===== src/rtl/game_pkg.sv =====
// Shared types and constants for the two-player turn scheduler.
//   state_t      : scheduler FSM states
//   P1 / P2      : activePlayer encodings
//   WIN_*        : winner output codes
//   decide_winner: maps final scores to a winner code
package game_pkg;

  typedef enum logic [1:0] {
    IDLE   = 2'd0,
    TURN   = 2'd1,
    SWITCH = 2'd2,
    FINISH = 2'd3
  } state_t;

  localparam logic P1 = 1'b0;
  localparam logic P2 = 1'b1;

  localparam logic [1:0] WIN_NONE = 2'b00;
  localparam logic [1:0] WIN_P1   = 2'b01;
  localparam logic [1:0] WIN_P2   = 2'b10;
  localparam logic [1:0] WIN_TIE  = 2'b11;

  function automatic logic [1:0] decide_winner(input logic [7:0] s1, input logic [7:0] s2);
    if (s1 > s2)      return WIN_P1;
    else if (s2 > s1) return WIN_P2;
    else              return WIN_TIE;
  endfunction

endpackage


===== src/rtl/game_turn_scheduler_turn_timer.sv =====
// turn_timer: one-second prescaler plus 8-bit seconds down-counter.
//   CLOCK_50 : clock (posedge)
//   reset    : synchronous active-high reset
//   load     : restart the turn (tick=0, secsLeft=TURN_SECS)
//   enable   : count this cycle (high while a turn is running)
//   secsLeft : seconds remaining in the turn
//   timeout  : strobe on the second tick that takes secsLeft from 1 to 0
module turn_timer #(
  parameter int unsigned TICKS_PER_SEC = 50_000_000,
  parameter int unsigned TURN_SECS     = 10
) (
  input  logic       CLOCK_50,
  input  logic       reset,
  input  logic       load,
  input  logic       enable,
  output logic [7:0] secsLeft,
  output logic       timeout
);

  localparam int unsigned TW = (TICKS_PER_SEC > 1) ? $clog2(TICKS_PER_SEC) : 1;

  logic [TW-1:0] tick;
  logic          sec_tick;

  assign sec_tick = enable && (tick == TW'(TICKS_PER_SEC - 1));
  assign timeout  = sec_tick && (secsLeft == 8'd1);

  always_ff @(posedge CLOCK_50) begin
    if (reset) begin
      tick     <= '0;
      secsLeft <= '0;
    end else if (load) begin
      tick     <= '0;
      secsLeft <= 8'(TURN_SECS);
    end else if (enable) begin
      tick <= sec_tick ? '0 : tick + TW'(1);
      if (sec_tick && secsLeft != '0)
        secsLeft <= secsLeft - 8'd1;
    end
  end

endmodule


===== src/rtl/game_turn_scheduler.sv =====
// game_turn_scheduler: alternates timed turns between two players, keeps
// scores and rounds, pulses GameOver at the end of the last round.
//   CLOCK_50     : clock (posedge)
//   reset        : synchronous active-high reset
//   gamePlaying  : level, high while a game session is in progress
//   p_done[1:0]  : per-player early end-of-turn pulses
//   point        : credit one point to the active player
//   activePlayer : 0 = P1, 1 = P2
//   turnActive   : high while a turn is running
//   secsLeft     : seconds left in the current turn
//   round        : current round (0 after reset until the first start)
//   score1/2     : saturating player scores
//   GameOver     : one-cycle pulse at game end
//   winner       : 01 P1, 10 P2, 11 tie, 00 none
module game_turn_scheduler
  import game_pkg::*;
#(
  parameter int unsigned TICKS_PER_SEC = 50_000_000,
  parameter int unsigned TURN_SECS     = 10,
  parameter int unsigned NUM_ROUNDS    = 3
) (
  input  logic       CLOCK_50,
  input  logic       reset,
  input  logic       gamePlaying,
  input  logic [1:0] p_done,
  input  logic       point,
  output logic       activePlayer,
  output logic       turnActive,
  output logic [7:0] secsLeft,
  output logic [3:0] round,
  output logic [7:0] score1,
  output logic [7:0] score2,
  output logic       GameOver,
  output logic [1:0] winner
);

  state_t state, state_n;
  logic   prev_playing;
  logic   start, turn_end, last_turn;
  logic   timer_load, timer_en, timeout;

  assign start      = gamePlaying & ~prev_playing;
  assign turn_end   = p_done[activePlayer] | timeout;
  assign last_turn  = (activePlayer == P2) && (round == 4'(NUM_ROUNDS));
  assign timer_en   = (state == TURN);
  assign turnActive = (state == TURN);
  assign GameOver   = (state == FINISH);

  turn_timer #(
    .TICKS_PER_SEC(TICKS_PER_SEC),
    .TURN_SECS    (TURN_SECS)
  ) u_timer (
    .CLOCK_50(CLOCK_50),
    .reset   (reset),
    .load    (timer_load),
    .enable  (timer_en),
    .secsLeft(secsLeft),
    .timeout (timeout)
  );

  always_ff @(posedge CLOCK_50) begin
    if (reset) state <= IDLE;
    else       state <= state_n;
  end

  always_comb begin
    state_n    = state;
    timer_load = 1'b0;
    unique case (state)
      IDLE: begin
        if (start) begin
          state_n    = TURN;
          timer_load = 1'b1;
        end
      end
      TURN: begin
        if (!gamePlaying)  state_n = IDLE;
        else if (turn_end) state_n = SWITCH;
      end
      SWITCH: begin
        if (!gamePlaying)   state_n = IDLE;
        else if (last_turn) state_n = FINISH;
        else begin
          state_n    = TURN;
          timer_load = 1'b1;
        end
      end
      FINISH:  state_n = IDLE;
      default: state_n = IDLE;
    endcase
  end

  always_ff @(posedge CLOCK_50) begin
    if (reset) begin
      // Held high through reset so a session already in progress must drop
      // and rise again before a new game can start.
      prev_playing <= 1'b1;
      activePlayer <= P1;
      round        <= '0;
      score1       <= '0;
      score2       <= '0;
      winner       <= WIN_NONE;
    end else begin
      prev_playing <= gamePlaying;
      unique case (state)
        IDLE: begin
          if (start) begin
            activePlayer <= P1;
            round        <= 4'd1;
            score1       <= '0;
            score2       <= '0;
            winner       <= WIN_NONE;
          end
        end
        TURN: begin
          if (point) begin
            if (activePlayer == P1) begin
              if (score1 != '1) score1 <= score1 + 8'd1;
            end else begin
              if (score2 != '1) score2 <= score2 + 8'd1;
            end
          end
        end
        SWITCH: begin
          if (gamePlaying) begin
            // Scores are frozen in SWITCH, so the winner is resolved here and
            // is already valid on the GameOver cycle.
            if (last_turn) begin
              winner <= decide_winner(score1, score2);
            end else begin
              activePlayer <= ~activePlayer;
              if (activePlayer == P2) round <= round + 4'd1;
            end
          end
        end
        default: ;
      endcase
    end
  end

endmodule

===== config.mk =====
export PLATFORM = sky130hd
export DESIGN_NAME = game_turn_scheduler
export DESIGN_NICKNAME = d
export VERILOG_FILES = /design/src/rtl/game_pkg.sv /design/src/rtl/game_turn_scheduler_turn_timer.sv /design/src/rtl/game_turn_scheduler.sv
export SDC_FILE = /design/constraint.sdc
export NUM_CORES = 1
export LEC_CHECK = 0
export ABC_AREA = 1
export CORE_AREA = 10 10 97 99
export CTS_BUF_LIST = sky130_fd_sc_hd__clkbuf_8 sky130_fd_sc_hd__clkbuf_16
export DETAILED_ROUTE_END_ITERATION = 8
export DIE_AREA = 0 0 107 109
export PLACE_DENSITY = 0.78
export SLEW_MARGIN = 20
export SYNTH_ARGS = -nofsm -noshare
export SYNTH_HDL_FRONTEND = slang
export SYNTH_SLANG_ARGS = --single-unit

===== constraint.sdc =====
create_clock -name CLOCK_50 -period 1.94 [get_ports CLOCK_50]
set_clock_uncertainty 0.15 [all_clocks]
set_input_delay 0.388 -clock CLOCK_50 [delete_from_list [all_inputs] [get_ports CLOCK_50]]
set_output_delay 0.388 -clock CLOCK_50 [all_outputs]
set_load 0.02 [all_outputs]

==> flow_metrics.py <==
metrics = {
    "final_layout": {
        "num_antenna_cells": 0,
        "drive_gt1_share_pct": 12.7,
        "synthToLayoutAreaGrowth_pct": 23.0,
        "fin_nets": 635,
        "fin_cells": 722,
        "final_area_um2": 4440,
        "nFillCells": 736,
    },
    "sta": {
        "finalCriticalPeriod_ns": 1.90,
        "post-route-period-util_pct": 98.1,
        "worst_pin_slew_ns": 0.482,
        "slew_viol_final": 0,
        "rsz0062_at_grt": "no",
        "fmax_mhz": 526,
        "hold_viol": 0,
        "maxSlewHeadroom_pct": 67.5,
        "setup_violations": 0,
    },
    "synthesis": {
        "syn_area_um2": 3610,
        "ys_warn_count": 0,
        "ys_seq_area_share_pct": 33.3,
        "postSynthAreaPerCell_um2": 6.58,
        "synth_ff_type": "dfxtp_1",
        "synthArstFlopShare_pct": 0,
        "postSynthRegisterBits": 60,
        "synth_area_leaders": "dfxtp_1, nand2_1, nor2_1",
        "yosysMostFrequentCell": "nand2_1",
        "netlist-cell-type-count": 38,
        "synth_common_cells": "nand2_1, nor2_1, inv_1, dfxtp_1, nand3_1",
        "synth-edff-count": 0,
        "synth_top_area_share_pct": 33.3,
        "yosys.area.top_type": "dfxtp_1",
        "synth_nets": 568,
        "postSynthCellCount": 548,
    },
    "critical_path": {
        "r2r_end": "u_timer.tick[24]$_SDFFE_PP0P_",
        "cp_slowest_stage_delay_ns": 0.64,
        "crit_buf_inv": 1,
        "critPathKind": "flip-flop to output pin",
        "required_ns": 1.40,
        "cp.arrival_ns": 1.36,
        "start_kind": "flip-flop",
        "path_delay_family": "buffers and inverters",
        "cp_slowest_cell": "clkdlybuf4s50_1",
        "reg2reg_depth": 7,
        "endpoint_kind": "output pin",
        "regToRegStartpoint": "state[0]$_SDFFE_PP0P_",
        "crit_chain": "clkdlybuf4s50_1",
        "crit_fanout": 3,
        "r2r_setup_slack_ns": 0.14,
    },
    "placement": {
        "io_buffers": 38,
        "dp_cells": 705,
        "placed_area_um2": 4250,
        "dp_hpwl_um": 6970,
        "gp_congestion": 0.939,
    },
    "route": {
        "drt_wl_total_um": 8910,
        "wl_per_cell_um": 12.3,
        "via_count": 3635,
        "postRouteAntennaNets": 0,
        "first_pass_iters": 4,
        "via_per_inst": 5.03,
        "remaining_drc_errors": 0,
        "drtIter0Drc": 209,
    },
    "clocking": {
        "numCtsBuffers": 9,
        "postCtsHoldBufs": 0,
        "cts_tree": "built",
        "htreeDepth": 3,
        "path_clk_slew_ns": 0.06,
        "clkLatencyLatePin_ns": 0.34,
        "clk_path_buf_depth": 2,
        "cts.sinks": 60,
        "cts_root_buffer": "clkbuf_8",
    },
    "floorplanning": {
        "boundaryPins": 39,
        "fp.dieH_um": 109,
        "die_x_um": 107,
        "die_area_um2": 11700,
        "core_um2": 7530,
        "start_util_pct": 47.9,
        "rows": 32,
    },
    "hold_path": {
        "min_to": "u_timer.tick[0]$_SDFFE_PP0P_",
        "hold_depth": 1,
        "hp-class": "flip-flop to flip-flop",
        "hp-start": "u_timer.tick[0]$_SDFFE_PP0P_",
    },
    "power": {
        "leakage_nw": 1.99,
        "power.total_w": 0.00242,
        "powerDensity_nw_per_um2": 547,
        "vdd_drop_max_mv": 0.350,
    },
    "job": {
        "cap_violations": 0,
    },
    "global_routing": {
        "antenna_found_initial": 0,
        "grt_pass1_vias": 3662,
        "grt_pass1_wl_um": 15900,
        "overflow": 0,
        "grt_max_degree": 15,
        "track_usage_pct": 16.4,
    },
    "status": {
        "outcome": "complete, no violations",
    },
}
-- state kept, by name, indices dropped and copies added, names as in the netlist --
| signal | count |
|---|---|
| winner | 2 |
| score1 | 8 |
| prev_playing | 1 |
| state | 2 |
| u_timer.tick | 26 |
| u_timer.secsLeft | 8 |
| activePlayer | 1 |
| score2 | 8 |
| round | 4 |
-- cells by family (layout without fill, tap and decap cells) --
| logic type | Yosys count | in the layout | share of synthesized area (%) |
|---|---|---|---|
| AND/OR/NAND/NOR | 302 | 302 | 38.4 |
| buffers and inverters | 94 | 166 | 10.4 |
| AO/OA/AOI/OAI | 69 | 69 | 10.8 |
| flip-flops | 60 | 60 | 33.3 |
| adder cells (fa/ha/maj) | 14 | 14 | 4.86 |
| XOR/XNOR | 8 | 8 | 1.94 |
| multiplexers | 1 | 1 | 0.278 |
-- through the flow --
stage / utilization [%] / hold WS, ns / worst slack (ns) / TNS [ns]
2_1_floorplan: - / 0.287 / 0.103 / 0
3_3_place_gp: 56.4 / 0.314 / -0.0720 / -0.490
3_5_place_dp: 56.4 / 0.316 / -0.0906 / -1.14
4_1_cts: 58.4 / 0.328 / 0.00391 / 0
5_1_grt: 58.9 / 0.344 / 0.00300 / 0
6_report: 58.9 / 0.319 / 0.0372 / 0
-- what timing repair did --
item,in CTS,in global routing
setup buffers,0,1
pin swaps,0,0
setup endpoints to repair,19,35
resized for setup,17,13
-- where the power goes --
part           internal, W  total (W)  switching, W
sequential         0.00125    0.00126     0.0000124
combinational    0.0000838   0.000218      0.000134
clock             0.000475   0.000950      0.000474
-- cell type report --
class / instances / area [um2] / area share (%)
Tap cell: 102 / 128 / 2.88
Inverter: 87 / 329 / 7.42
Clock inverter: 6 / 25.0 / 0.564
Clock buffer: 10 / 138 / 3.10
Sequential cell: 60 / 1200 / 27.1
Timing Repair Buffer: 63 / 564 / 12.7
Multi-Input combinational cell: 394 / 2050 / 46.2
-- per-layer routing --
| layer | routed length [um] | vias up | part of all wire [%] | GRT usage (%) |
|---|---|---|---|---|
| li1 | - | 1890 | - | - |
| met4 | 139 | 0 | 1.6 | 7.25 |
| met1 | 3980 | 1674 | 45 | 19.1 |
| met3 | 486 | 11 | 5.5 | 4.66 |
| met2 | 4310 | 60 | 48 | 27.5 |
| met5 | 0 | - | 0 | 0 |
-- worst max-delay path by stage --
stage / from / end / slack, ns / cells after the start
floorplan: score2[1]$_SDFFE_PP0P_ / score2[1]$_SDFFE_PP0P_ / 0.10 / 9
global route: score1[6]$_SDFFE_PP0P_ / score1[6] / 0.003 / 1
global placement: gamePlaying / u_timer.tick[13]$_SDFFE_PP0P_ / -0.07 / 10
detailed placement: gamePlaying / u_timer.tick[18]$_SDFFE_PP0P_ / -0.09 / 10
CTS: score1[2]$_SDFFE_PP0P_ / score1[2] / 0.004 / 1
finish: score2[5]$_SDFFE_PP0P_ / score2[5] / 0.04 / 1
-- placed cells by master, fill, tap and decap left out, drive strengths merged --
cell type	netlist	final
o31ai	2	2
dlymetal6s2s	0	5
a211oi	2	2
dlygate4sd2	0	16
nand3b	1	1
nor2	94	94
nand3	46	46
nor3	15	15
inv	87	91
clkbuf	2	10
ha	14	14
o21ai	26	26
xor2	8	8
and2	2	2
o22ai	1	1
nand4	14	14
dfxtp	60	60
nor4	2	2
buf	5	25
nand2	125	125
o21a	1	1
mux2i	1	1
nor3b	3	3
a21oi	36	36
clkdlybuf4s50	0	17
clkinv	0	2
o211a	1	1
Power figures use the tool's default switching activity.
==> RTL edit (same flow settings) <==
Reset style: asynchronous (`reset`), changed in 3 clocked blocks. Comments in the files are not updated.
--- a/src/rtl/game_turn_scheduler_turn_timer.sv
+++ b/src/rtl/game_turn_scheduler_turn_timer.sv
@@ -25,7 +25,7 @@
   assign sec_tick = enable && (tick == TW'(TICKS_PER_SEC - 1));
   assign timeout  = sec_tick && (secsLeft == 8'd1);
 
-  always_ff @(posedge CLOCK_50) begin
+  always_ff @(posedge CLOCK_50 or posedge reset) begin
     if (reset) begin
       tick     <= '0;
       secsLeft <= '0;
--- a/src/rtl/game_turn_scheduler.sv
+++ b/src/rtl/game_turn_scheduler.sv
@@ -58,7 +58,7 @@
     .timeout (timeout)
   );
 
-  always_ff @(posedge CLOCK_50) begin
+  always_ff @(posedge CLOCK_50 or posedge reset) begin
     if (reset) state <= IDLE;
     else       state <= state_n;
   end
@@ -90,7 +90,7 @@
     endcase
   end
 
-  always_ff @(posedge CLOCK_50) begin
+  always_ff @(posedge CLOCK_50 or posedge reset) begin
     if (reset) begin
       // Held high through reset so a session already in progress must drop
       // and rise again before a new game can start.
Function: differs if reset is asserted again (counterexample within 4 cycles, from zero or initial values and one cycle with reset high); with reset held inactive, the same outputs for 10 cycles.
==> RTL edit against the unedited design <==
  * Routed wire length increased by 13%
  * Setup slack got worse by 0.013 ns
  * Register-to-register slack got worse by 0.02 ns
  * Area after synthesis increased by 13%
  * Final area increased by 9.9%
  * First-iteration DRC count decreased by 24%
  * Critical path depth unchanged
  * Maximum frequency decreased by 0.69%
  * Die area unchanged
  * Critical path type unchanged
  * Sequential cell count unchanged
Power is not compared: it rests on default switching activity, and its combinational part moved more than twofold at a synthesized area within 25%.
==> RTL edit: results (changes against the unedited design) <==
Worst Setup SP: round[0] (was score2[5])
Area of placed instances: 0.004668 mm^2 (was 0.004247 mm^2)
Dpl cells: 733 (was 705)
Status: finished, final reports clean (unchanged)
Area grow syn2layout: 20.09% (was 23.04%)
Worst Tran Pin Value: 0.4071 ns (was 0.4824 ns)
Cell variety after synth: 37 (was 38)
Met2 Use GR: 31.04% (was 27.52%)
NumNets Final: 664 (was 635)
Drt initial violations: 158 (was 209)
Post-synth top cells: nand2_1 (193), nor2_1 (73), inv_1 (68) (was nand2_1 (117), nor2_1 (85), inv_1 (80))
# fillers: 671 (was 736)
Met3 Resource Use GR: 3.540% (was 4.661%)
Vias in the first global route: 3687 (was 3662)
Maximum clock rate: 0.5219 GHz (was 0.5255 GHz)
Asr flop ratio synth: 100.0% (was 0%)
Min Hold Slack: 0.2358 ns (was 0.3195 ns)
Total GRT Usage: 17.74% (was 16.38%)
WP data arrival: 1.38 ns (was 1.36 ns)
DP Worst Slack: -0.09876 ns (was -0.09064 ns)
Crit-path max FO: 4 (was 3)
Via density: 5.234 (was 5.035)
Ratio of cells with drive above 1 in the final layout: 11.40% (was 12.74%)
Pin count of the biggest net entering global routing: 20 (was 15)
Synthesized net count: 604 (was 568)
## RTL edit: cell types whose count changed in the layout (fill, tap and decap cells not counted), sizes merged, moves of 8 or more
cell,before,now
nand2,125,203
nor3,15,7
inv,91,75
nand3,46,62
nor2,94,83
dlygate4sd2,16,24
dfrtp,0,59
dfxtp,60,0
a21oi,36,8
## RTL edit: path summary, 6_finish.rpt
kind	to	slack, ns	depth (start not counted)
worst max-delay path	round[0]	0.02	1
worst min-delay path	score2[1]	0.24	2
worst max register to register	u_timer.tick[2]	0.12	9
worst min register to register	winner[1]	0.34	2
max in group asynchronous	score1[6]	0.94	3
min in group CLOCK_50	winner[1]	0.34	2
## RTL edit: cell families after synthesis
group | synth area share, %
simple gates | 40.73
xor+xnor | 3.882
flops | 37.00
compound gates | 5.761
fa+ha+maj | 4.313
buf+inv | 8.317
## RTL edit: report_power, final
| part | switching (mW) | total [mW] | internal (mW) |
|---|---|---|---|
| combinational | 0.834 | 1.34 | 0.510 |
| clock | 0.518 | 1.13 | 0.616 |
| sequential | 0.162 | 1.54 | 1.38 |
## RTL edit: repair_timing
item | CTS | global route
hold buffers | 0 | 0
setup buffers | 0 | 2
endpoints found under the setup margin | 24 | 24
pin swaps | 0 | 0
resized for setup | 24 | 9
## RTL edit: layer usage
layer	up-vias	routed length, um
li1	1968	-
met5	-	0
met1	1846	4379
met4	0	176
met2	100	5059
met3	17	481
## RTL edit: final cells by class
type / count / area share (%)
Clock buffer: 10 / 2.822
Tap cell: 102 / 2.617
Timing Repair Buffer: 57 / 10.83
Sequential cell: 60 / 30.81
Inverter: 74 / 5.875
Multi-Input combinational cell: 442 / 45.87
Clock inverter: 6 / 1.180
## RTL edit: metrics by stage
step | setup TNS, ns | total power [mW]
detailed placement | -1.135 | 2.938
floorplan | 0 | 2.443
CTS | 0 | 4.017
global route | -0.002041 | 4.284
global placement | -0.1718 | 2.892
finish | 0 | 4.021
